===== src/rtl/nco_ctrl_loader.sv =====
// Command-frame parser and control-word generator for the NCO: shadows frequency,
// phase and sweep settings from 5-byte register frames and drives live tone/sweep words.
module nco_ctrl_loader #(
    parameter int TIMEOUT = 1024
) (
    input  logic        clk,
    input  logic        rst_n,
    input  logic [7:0]  cmd_data,
    input  logic        cmd_valid,
    output logic        cmd_ready,
    output logic [27:0] fre_chtr,
    output logic [27:0] pha_chtr,
    output logic        sweep_active,
    output logic        sweep_wrap,
    output logic        cmd_err
);

    localparam int IDLE_W = $clog2(TIMEOUT + 1);
    localparam logic [IDLE_W-1:0] IDLE_LAST = IDLE_W'(TIMEOUT - 1);

    typedef enum logic [1:0] {
        ST_ADDR   = 2'd0,
        ST_DATA   = 2'd1,
        ST_COMMIT = 2'd2
    } state_t;

    state_t            state_r, state_next_s;
    logic [1:0]        byte_cnt_r;
    logic [7:0]        addr_r;
    logic [31:0]       data_r;
    logic [IDLE_W-1:0] idle_cnt_r;

    logic [27:0] start_r, step_r, stop_r, phase_r;
    logic [31:0] dwell_r, dwell_cnt_r;
    logic [27:0] fre_r, pha_r;
    logic        active_r, wrap_r, err_r;

    logic        accept_s, timeout_s;
    logic        wr_start_s, wr_step_s, wr_stop_s, wr_dwell_s, wr_phase_s, wr_ctrl_s;
    logic        unknown_s, apply_s;
    logic [31:0] dwell_lim_s;
    logic        expire_s;
    logic [28:0] sum_s;
    logic        over_s;

    assign cmd_ready = (state_r == ST_ADDR) || (state_r == ST_DATA);
    assign accept_s  = cmd_valid && cmd_ready;

    // Parser state register
    always_ff @(posedge clk or negedge rst_n) begin
        if (!rst_n) begin
            state_r <= ST_ADDR;
        end else begin
            state_r <= state_next_s;
        end
    end

    // Parser next-state decode, including the inter-byte timeout abort
    always_comb begin
        state_next_s = state_r;
        timeout_s    = 1'b0;
        case (state_r)
            ST_ADDR: begin
                if (accept_s) begin
                    state_next_s = ST_DATA;
                end else begin
                    state_next_s = ST_ADDR;
                end
            end
            ST_DATA: begin
                if (accept_s) begin
                    if (byte_cnt_r == 2'd3) begin
                        state_next_s = ST_COMMIT;
                    end else begin
                        state_next_s = ST_DATA;
                    end
                end else if (idle_cnt_r == IDLE_LAST) begin
                    timeout_s    = 1'b1;
                    state_next_s = ST_ADDR;
                end else begin
                    state_next_s = ST_DATA;
                end
            end
            ST_COMMIT: state_next_s = ST_ADDR;
            default:   state_next_s = ST_ADDR;
        endcase
    end

    // Frame capture: address, MSB-first data shift, byte and idle counters
    always_ff @(posedge clk or negedge rst_n) begin
        if (!rst_n) begin
            addr_r     <= 8'h00;
            data_r     <= 32'h0000_0000;
            byte_cnt_r <= 2'd0;
            idle_cnt_r <= '0;
        end else begin
            case (state_r)
                ST_ADDR: begin
                    idle_cnt_r <= '0;
                    if (accept_s) begin
                        addr_r     <= cmd_data;
                        byte_cnt_r <= 2'd0;
                    end
                end
                ST_DATA: begin
                    if (accept_s) begin
                        data_r     <= {data_r[23:0], cmd_data};
                        byte_cnt_r <= byte_cnt_r + 2'd1;
                        idle_cnt_r <= '0;
                    end else if (timeout_s) begin
                        idle_cnt_r <= '0;
                    end else begin
                        idle_cnt_r <= idle_cnt_r + IDLE_W'(1);
                    end
                end
                default: idle_cnt_r <= '0;
            endcase
        end
    end

    // Register-write strobes, only meaningful during the commit cycle
    always_comb begin
        wr_start_s = 1'b0;
        wr_step_s  = 1'b0;
        wr_stop_s  = 1'b0;
        wr_dwell_s = 1'b0;
        wr_phase_s = 1'b0;
        wr_ctrl_s  = 1'b0;
        unknown_s  = 1'b0;
        if (state_r == ST_COMMIT) begin
            case (addr_r)
                8'h01:   wr_start_s = 1'b1;
                8'h02:   wr_step_s  = 1'b1;
                8'h03:   wr_stop_s  = 1'b1;
                8'h04:   wr_dwell_s = 1'b1;
                8'h05:   wr_phase_s = 1'b1;
                8'h06:   wr_ctrl_s  = 1'b1;
                default: unknown_s  = 1'b1;
            endcase
        end else begin
            unknown_s = 1'b0;
        end
    end

    assign apply_s = wr_ctrl_s && data_r[1];

    // Shadow registers; live outputs only pick these up on apply or sweep expiry
    always_ff @(posedge clk or negedge rst_n) begin
        if (!rst_n) begin
            start_r <= 28'd0;
            step_r  <= 28'd0;
            stop_r  <= 28'd0;
            phase_r <= 28'd0;
            dwell_r <= 32'd1;
        end else begin
            if (wr_start_s) start_r <= data_r[27:0];
            if (wr_step_s)  step_r  <= data_r[27:0];
            if (wr_stop_s)  stop_r  <= data_r[27:0];
            if (wr_phase_s) phase_r <= data_r[27:0];
            if (wr_dwell_s) dwell_r <= data_r;
        end
    end

    // A DWELL of zero behaves like one so the sweep never stalls
    assign dwell_lim_s = (dwell_r == 32'd0) ? 32'd1 : dwell_r;
    assign expire_s    = active_r && (dwell_cnt_r == (dwell_lim_s - 32'd1));
    assign sum_s       = {1'b0, fre_r} + {1'b0, step_r};
    assign over_s      = sum_s > {1'b0, stop_r};

    // Live control words and sweep engine; apply takes priority over a coincident expiry
    always_ff @(posedge clk or negedge rst_n) begin
        if (!rst_n) begin
            fre_r       <= 28'd0;
            pha_r       <= 28'd0;
            active_r    <= 1'b0;
            wrap_r      <= 1'b0;
            err_r       <= 1'b0;
            dwell_cnt_r <= 32'd0;
        end else begin
            wrap_r <= 1'b0;
            err_r  <= timeout_s || unknown_s;
            if (apply_s) begin
                fre_r       <= start_r;
                pha_r       <= phase_r;
                dwell_cnt_r <= 32'd0;
                active_r    <= data_r[0];
            end else begin
                if (wr_ctrl_s) begin
                    active_r <= data_r[0];
                end
                if (active_r) begin
                    if (expire_s) begin
                        dwell_cnt_r <= 32'd0;
                        if (over_s) begin
                            fre_r  <= start_r;
                            wrap_r <= 1'b1;
                        end else begin
                            fre_r <= sum_s[27:0];
                        end
                    end else begin
                        dwell_cnt_r <= dwell_cnt_r + 32'd1;
                    end
                end
            end
        end
    end

    assign fre_chtr     = fre_r;
    assign pha_chtr     = pha_r;
    assign sweep_active = active_r;
    assign sweep_wrap   = wrap_r;
    assign cmd_err      = err_r;

endmodule


===== config.mk =====
export PLATFORM = sky130hd
export DESIGN_NAME = nco_ctrl_loader
export DESIGN_NICKNAME = d
export VERILOG_FILES = /design/src/rtl/nco_ctrl_loader.sv
export SDC_FILE = /design/constraint.sdc
export NUM_CORES = 1
export LEC_CHECK = 0
export BUFFER_PORTS_ARGS = -buffer_cell sky130_fd_sc_hd__clkbuf_2
export CORE_UTILIZATION = 55
export CTS_CLUSTER_DIAMETER = 150
export DETAILED_ROUTE_END_ITERATION = 10
export GPL_TIMING_DRIVEN = 1
export PLACE_DENSITY_LB_ADDON = 0.25
export SLEW_MARGIN = 40
export SYNTH_ARGS = -nofsm -noshare
export SYNTH_HDL_FRONTEND = slang
export SYNTH_SLANG_ARGS = --single-unit

===== constraint.sdc =====
create_clock -name clk -period 9.72 [get_ports clk]
set_input_delay 1.458 -clock clk [delete_from_list [all_inputs] [get_ports clk]]
set_output_delay 1.458 -clock clk [all_outputs]
set_load 0.03 [all_outputs]

==> results of run 1 <==
[where the power goes]
group,internal (mW),switching [mW]
clock network,0.810,0.506
registers,1.31,0.193
logic,0.437,0.556
total,2.56,1.25
[cell usage after synthesis (4+ instances only)]
cell / number
o31ai_1: 5
ha_1: 60
a21oi_1: 70
and3_1: 22
a21o_1: 16
or2_2: 5
a211oi_1: 5
clkbuf_1: 24
nand4_1: 12
nand2_1: 48
a22oi_1: 5
xnor2_1: 59
buf_1: 7
and2_1: 7
or3_1: 7
inv_1: 42
nor2b_1: 12
nand3b_1: 7
nand2b_1: 10
buf_2: 5
mux2_2: 216
nor3_1: 21
buf_4: 7
o21a_1: 6
nand3_1: 44
a31oi_1: 7
dfrtp_1: 289
nor4_1: 15
xor2_1: 35
o2111ai_1: 4
o21ai_0: 38
o211ai_1: 6
mux2i_1: 32
nor2_1: 98
[area by class of cell]
cell class	instances	area (um2)
flip-flops and latches	290	7258
well taps	341	426.7
clock buffers	39	845.8
multi-input cells	934	7436
repair buffers	83	485.5
fillers	2129	9956
inverters	42	157.7
clock inverters	19	310.3
[per-layer routing]
metal	vias up	GRT usage
li1	4874	-
met1	5158	0.3446
met2	236	0.3871
met3	59	0.03451
met4	0	0.07300
met5	-	0
[flip-flops by register name, summed over array words and instances, names as in the netlist]
name and cells:
addr_r 8, byte_cnt_r 2, cmd_err 1, data_r 32, dwell_cnt_r 32, dwell_r 32
fre_chtr 28, idle_cnt_r 11, pha_chtr 28, phase_r 28, start_r 28, state_r 2
step_r 28, stop_r 28, sweep_active 1, sweep_wrap 1
[final timing paths]
path	end	slack, ns	cells after the start
worst max-delay path	fre_chtr[18]	3.99	23
worst min-delay path	state_r[0]	0.44	1
worst max register to register	fre_chtr[18]	3.99	23
worst min register to register	state_r[0]	0.44	1
max in group asynchronous	idle_cnt_r[10]	7.68	3
min in group asynchronous	fre_chtr[19]	0.76	1
[stage by stage]
step           setup slack, ns  std cells  utilization  hold slack, ns
4_1_cts                  3.989       1747       0.6281          0.4396
2_1_floorplan            4.668       1312            -          0.4134
6_report                 3.989       1748       0.6296          0.4439
3_5_place_dp             4.019       1689       0.5851          0.4281
3_3_place_gp             3.955       1689       0.5845          0.4288
5_1_grt                  3.527       1748       0.6296          0.4623
[cells by family (layout without fill, tap and decap cells)]
family | after synthesis | in the layout | synth area share
AND/OR/NAND/NOR | 340 | 340 | 0.1214
flip-flops | 290 | 290 | 0.4820
multiplexers | 248 | 248 | 0.1828
AO/OA/AOI/OAI | 191 | 191 | 0.08151
XOR/XNOR | 94 | 94 | 0.05467
buffers and inverters | 88 | 183 | 0.02642
adder cells (fa/ha/maj) | 61 | 61 | 0.05118
==> out/metrics.cfg, run 1 <==
[run_status]
status=completed

[critical_path]
path_class=reg -> reg
arrival_ns=6.19
crit_fanout=19
slowest_delay_ns=0.61
path_buf_inv=3
cp_top_family=simple AND/OR/NAND/NOR gates
cp_cell_sequence=ha_1 -> inv_1 -> fa_1 -> nand2b_1 -> a21o_1 -> a311oi_1 -> buf_4 -> a21bo_2 -> a41oi_1 -> o31ai_1 -> o41ai_1 -> xnor2_1 -> ha_1 -> nand3_1 -> nor2_1 -> nand3_1 -> and3_1 -> o31ai_1 -> nand2_1 -> nor3b_4 -> buf_4 -> mux2_2 -> mux2_2
crit_path_top_delay_cell=nor3b_4
required_ns=10.18
start_kind=flop
rr_startpoint=fre_chtr[0]
worstSetupStartpoint=fre_chtr[0]
end_kind=flop

[cells_and_area]
antenna_cells=0
fin_nets=1454
layout_common_cells=dfrtp_1 (289), mux2_2 (216), nor2_1 (98), a21oi_1 (70), clkbuf_2 (69)
drive_gt1_frac=0.2779
syn_to_final_growth_pct=12.36
stdcell_area_um2=16920
final_common_cell=dfrtp_1

[floorplanning]
rows=60
initial_utilization=0.5603
die_w_um=167.5
core_area_um2=26880
ios=71
die_h_um=167.5
dieArea_um2=28040

[clock_tree]
clock_sinks=290
cts_resized=0
numCtsBuffers=31
root_buffer=clkbuf_16
cts_buffer_depth=3
clkSlewWorstSetupHoldPaths_ns=0.06
hold_buffers=0
cts-htree-levels=1
post-cts-setup-buffers=0
worstSkewPairLatency_ns=0.57
cts_tree=built

[drt]
wl_met3_um=1448
drcViolationCount=0
vias=10327
vias_per_cell=5.908
detail-route-antenna-nets=0
drt_iter0_drc=550
wl_per_cell_um=19.00
met2_length_um=15220
dr.pass1.iters=5
finalWirelength_um=33220
highest_layer=met4
m1WireLength_um=15630

[timing]
rsz0062_at_grt=no
finalSetupViolations=0
slew_viol_final=0
fin_worst_skew_ns=0.01105
max_freq_mhz=174.5
min_period_ns=5.731
slew_headroom=0.4692
period_share=0.5897
tightestPinTransition_ns=0.7896
tns_ns=0
hold_violations=0

[power]
powerDensity_nw_per_um2=225.1
vdd_drop_max_v=0.0002276
finalPower_mw=3.809
p_leak_nw=8.453

[synth]
yosys-top-cells-area=dfrtp_1 (48%), mux2_2 (16%), ha_1 (5.0%)
synth_seq_cells=290
synth_top_area_frac=0.4803
yosysWarnings=0
synth.avg_cell_area_um2=11.48
syn-num-nets=1384
synth_edf_count=0
synth_cell_types=76
synthFlopType=dfrtp_1
synthArstFlopShare=1.000
syn_area_um2=15060
synth_cells=1312
yosysSeqAreaShare=0.4820
yosysTopAreaCell=dfrtp_1

[grt]
grt_max_degree=105
grt-ovfl-total=0
antenna_found_initial=0
grt_util_all_layers=0.2426
grt_pass1_vias=10267
grt_pass1_wl_um=54570

[placement]
globalplace.congestion=0.9275
numPortBuffers=70
placed_area_um2=15720
hpwl_um=22920

[hold_path]
min_from=state_r[1]
min_path_type=reg -> reg

[job]
cap_violations=0

(Power assumes the default switching activity.)
==> run 2, diff against run 1 <==
==> constraint.sdc (replaced) <==
create_clock -name clk -period 5.75 [get_ports clk]
set_input_delay 0.8625 -clock clk [delete_from_list [all_inputs] [get_ports clk]]
set_output_delay 0.8625 -clock clk [all_outputs]
set_load 0.03 [all_outputs]
==> run 2 against run 1 <==
  * Die area unchanged
  * Count of clock-buffer cells in the layout down 1
  * Final cell count about the same
  * Highest routed layer unchanged
  * First-iteration DRC count up 1.8%
  * Final area down 0.27%
  * Clock skew up 0.00090 ns
  * Sequential share of layout area up 0.12 points
  * Power up 67%
==> out/metrics.cfg, run 2 (synthesized netlist as in run 1, its figures left out) <==
[run_status]
status=completed

[drt]
drcViolationCount=0
finalWirelength_um=33300
detail-route-antenna-nets=0
dr.pass1.iters=5
drt_iter0_drc=560
wl_per_cell_um=19.04
vias=10349
vias_per_cell=5.917

[job]
cap_violations=0

[power]
swShare=0.3324
powerDensity_nw_per_um2=377.9
power.internal_mw=4.257
power_frac_seq=0.398
p_leak_nw=8.440
p_sw_mw=2.120
combPwrFrac=0.269
clkPwrFrac=0.333
vdd_drop_max_v=0.0006353

[cells_and_area]
syn_to_final_growth_pct=12.06
fin_nets=1456
layout_common_cells=dfrtp_1 (289), mux2_2 (216), nor2_1 (98), a21oi_1 (70), clkbuf_2 (69)
reg_top3=data_r (32), dwell_cnt_r (32), dwell_r (32)
stdcell_area_um2=16870
antenna_cells=0
final_common_cell=dfrtp_1
drive_gt1_frac=0.2784

[critical_path]
cp_cell_sequence=ha_1 -> inv_1 -> fa_1 -> nand2b_1 -> a21o_1 -> a311oi_1 -> buf_4 -> a21bo_2 -> a41oi_1 -> o31ai_1 -> o41ai_1 -> xnor2_1 -> ha_1 -> nand3_1 -> nor2_1 -> nand3_1 -> and3_1 -> o31ai_1 -> nand2_1 -> nor3b_2 -> buf_4 -> mux2_2 -> mux2_2
rrSetupSlack_ns=0.62
crit_fanout=11
start_kind=flop
rr_startpoint=fre_chtr[0]
required_ns=6.20
arrival_ns=5.58
crit_path_end=fre_chtr[18]
worst_r2r_endpoint=fre_chtr[18]
end_kind=flop
worstSetupStartpoint=fre_chtr[0]
slowest_delay_ns=0.40
path_class=reg -> reg
crit_path_top_delay_cell=o31ai_1
rr_worst_depth=23

[clock_tree]
cts-htree-levels=1
clkSlewWorstSetupHoldPaths_ns=0.06
cts_tree=built
post-cts-setup-buffers=0
root_buffer=clkbuf_16
cts_buffer_depth=3
hold_buffers=0
numCtsBuffers=30
clock_sinks=290
worstSkewPairLatency_ns=0.56
cts_resized=0

[timing]
tns_ns=0
rsz0062_at_grt=no
slew_viol_final=0
slew_headroom=0.4950
min_period_ns=5.130
max_freq_mhz=194.9
finalSetupViolations=0
tightestPinTransition_ns=0.7541
hold_violations=0
period_share=0.8922
fin_worst_skew_ns=0.01195

[grt]
grt_util_all_layers=0.2436
antenna_found_initial=0
grt_pass1_vias=10152
grt-ovfl-total=0
grt_max_degree=136
grt_pass1_wl_um=54480

[floorplanning]
die_w_um=167.5
rows=60
core_area_um2=26880
dieArea_um2=28040
die_h_um=167.5
ios=71
initial_utilization=0.5603

[placement]
globalplace.congestion=0.9363
hpwl_um=22880
numPortBuffers=70
placed_area_um2=15750

[hold_path]
min_path_type=in -> async

==> run 2: cell count changes in the layout (fill, tap and decap cells not counted) <==
cell / before / now
inv_16: 1 / 0
clkinv_4: 1 / 2
buf_4: 10 / 13
buf_12: 0 / 1
nand2_4: 1 / 2
nor3b_2: 1 / 2
bufinv_16: 7 / 6
buf_6: 2 / 1
nand2_8: 1 / 0
clkbuf_8: 4 / 3
nor3b_4: 1 / 0
inv_6: 2 / 0
clkinv_2: 4 / 6
==> run 2: through the flow <==
stage                     power [mW]  hold slack, ns  utilization  cells  setup slack [ns]
final                          6.377          0.1819       0.6278   1749            0.6196
after CTS                      6.398          0.3488       0.6267   1748            0.6221
after global placement         4.221          0.4253       0.5858   1692            0.8751
after global routing           6.638          0.2007       0.6278   1749            0.2462
after detailed placement       4.261          0.4318       0.5860   1692            0.7210
after floorplan                3.687          0.4134            -   1312            0.6980
==> run 2: power by group through the flow <==
stage / clock, mW / combinational (mW) / sequential, mW
after floorplan: 0 / 1.23 / 2.45
after global placement: 0 / 1.65 / 2.57
after detailed placement: 0 / 1.68 / 2.58
after CTS: 2.16 / 1.69 / 2.54
after global routing: 2.24 / 1.83 / 2.57
final: 2.13 / 1.72 / 2.54
==> run 2: per-layer routing <==
layer | track usage | part of all wire | vias up
met5 | 0 | 0 | -
met4 | 0.07100 | 0.025 | 0
met3 | 0.03238 | 0.047 | 66
met2 | 0.3880 | 0.46 | 260
met1 | 0.3490 | 0.46 | 5152
li1 | - | - | 4871
==> run 2: area by class of cell <==
type | instances | area, um2
inverters | 42 | 157.7
fillers | 2172 | 10000
clock inverters | 18 | 261.5
repair buffers | 86 | 516.7
flip-flops and latches | 290 | 7258
clock buffers | 38 | 832.0
multi-input cells | 934 | 7421
well taps | 341 | 426.7
==> run 2: how the worst min path moves through the flow <==
stage / start / to / slack, ns
after global placement: state_r[1] / state_r[0] / 0.43
after global routing: rst_n / step_r[21] / 0.20
final: rst_n / step_r[21] / 0.18
after floorplan: state_r[1] / state_r[0] / 0.41
after detailed placement: state_r[1] / state_r[0] / 0.43
after CTS: rst_n / step_r[20] / 0.35
==> run 2: worst max-delay path, delay by kind of cell (launching register included) <==
family / cells / cell delay (ns)
buffers and inverters: 3 / 0.54
muxes: 2 / 0.62
AOI/OAI and AO/OA: 7 / 1.40
xor gates and xnor gates: 1 / 0.15
DFF: 1 / 0.38
and+or+nand+nor: 7 / 1.04
adders and majority gates: 3 / 0.89
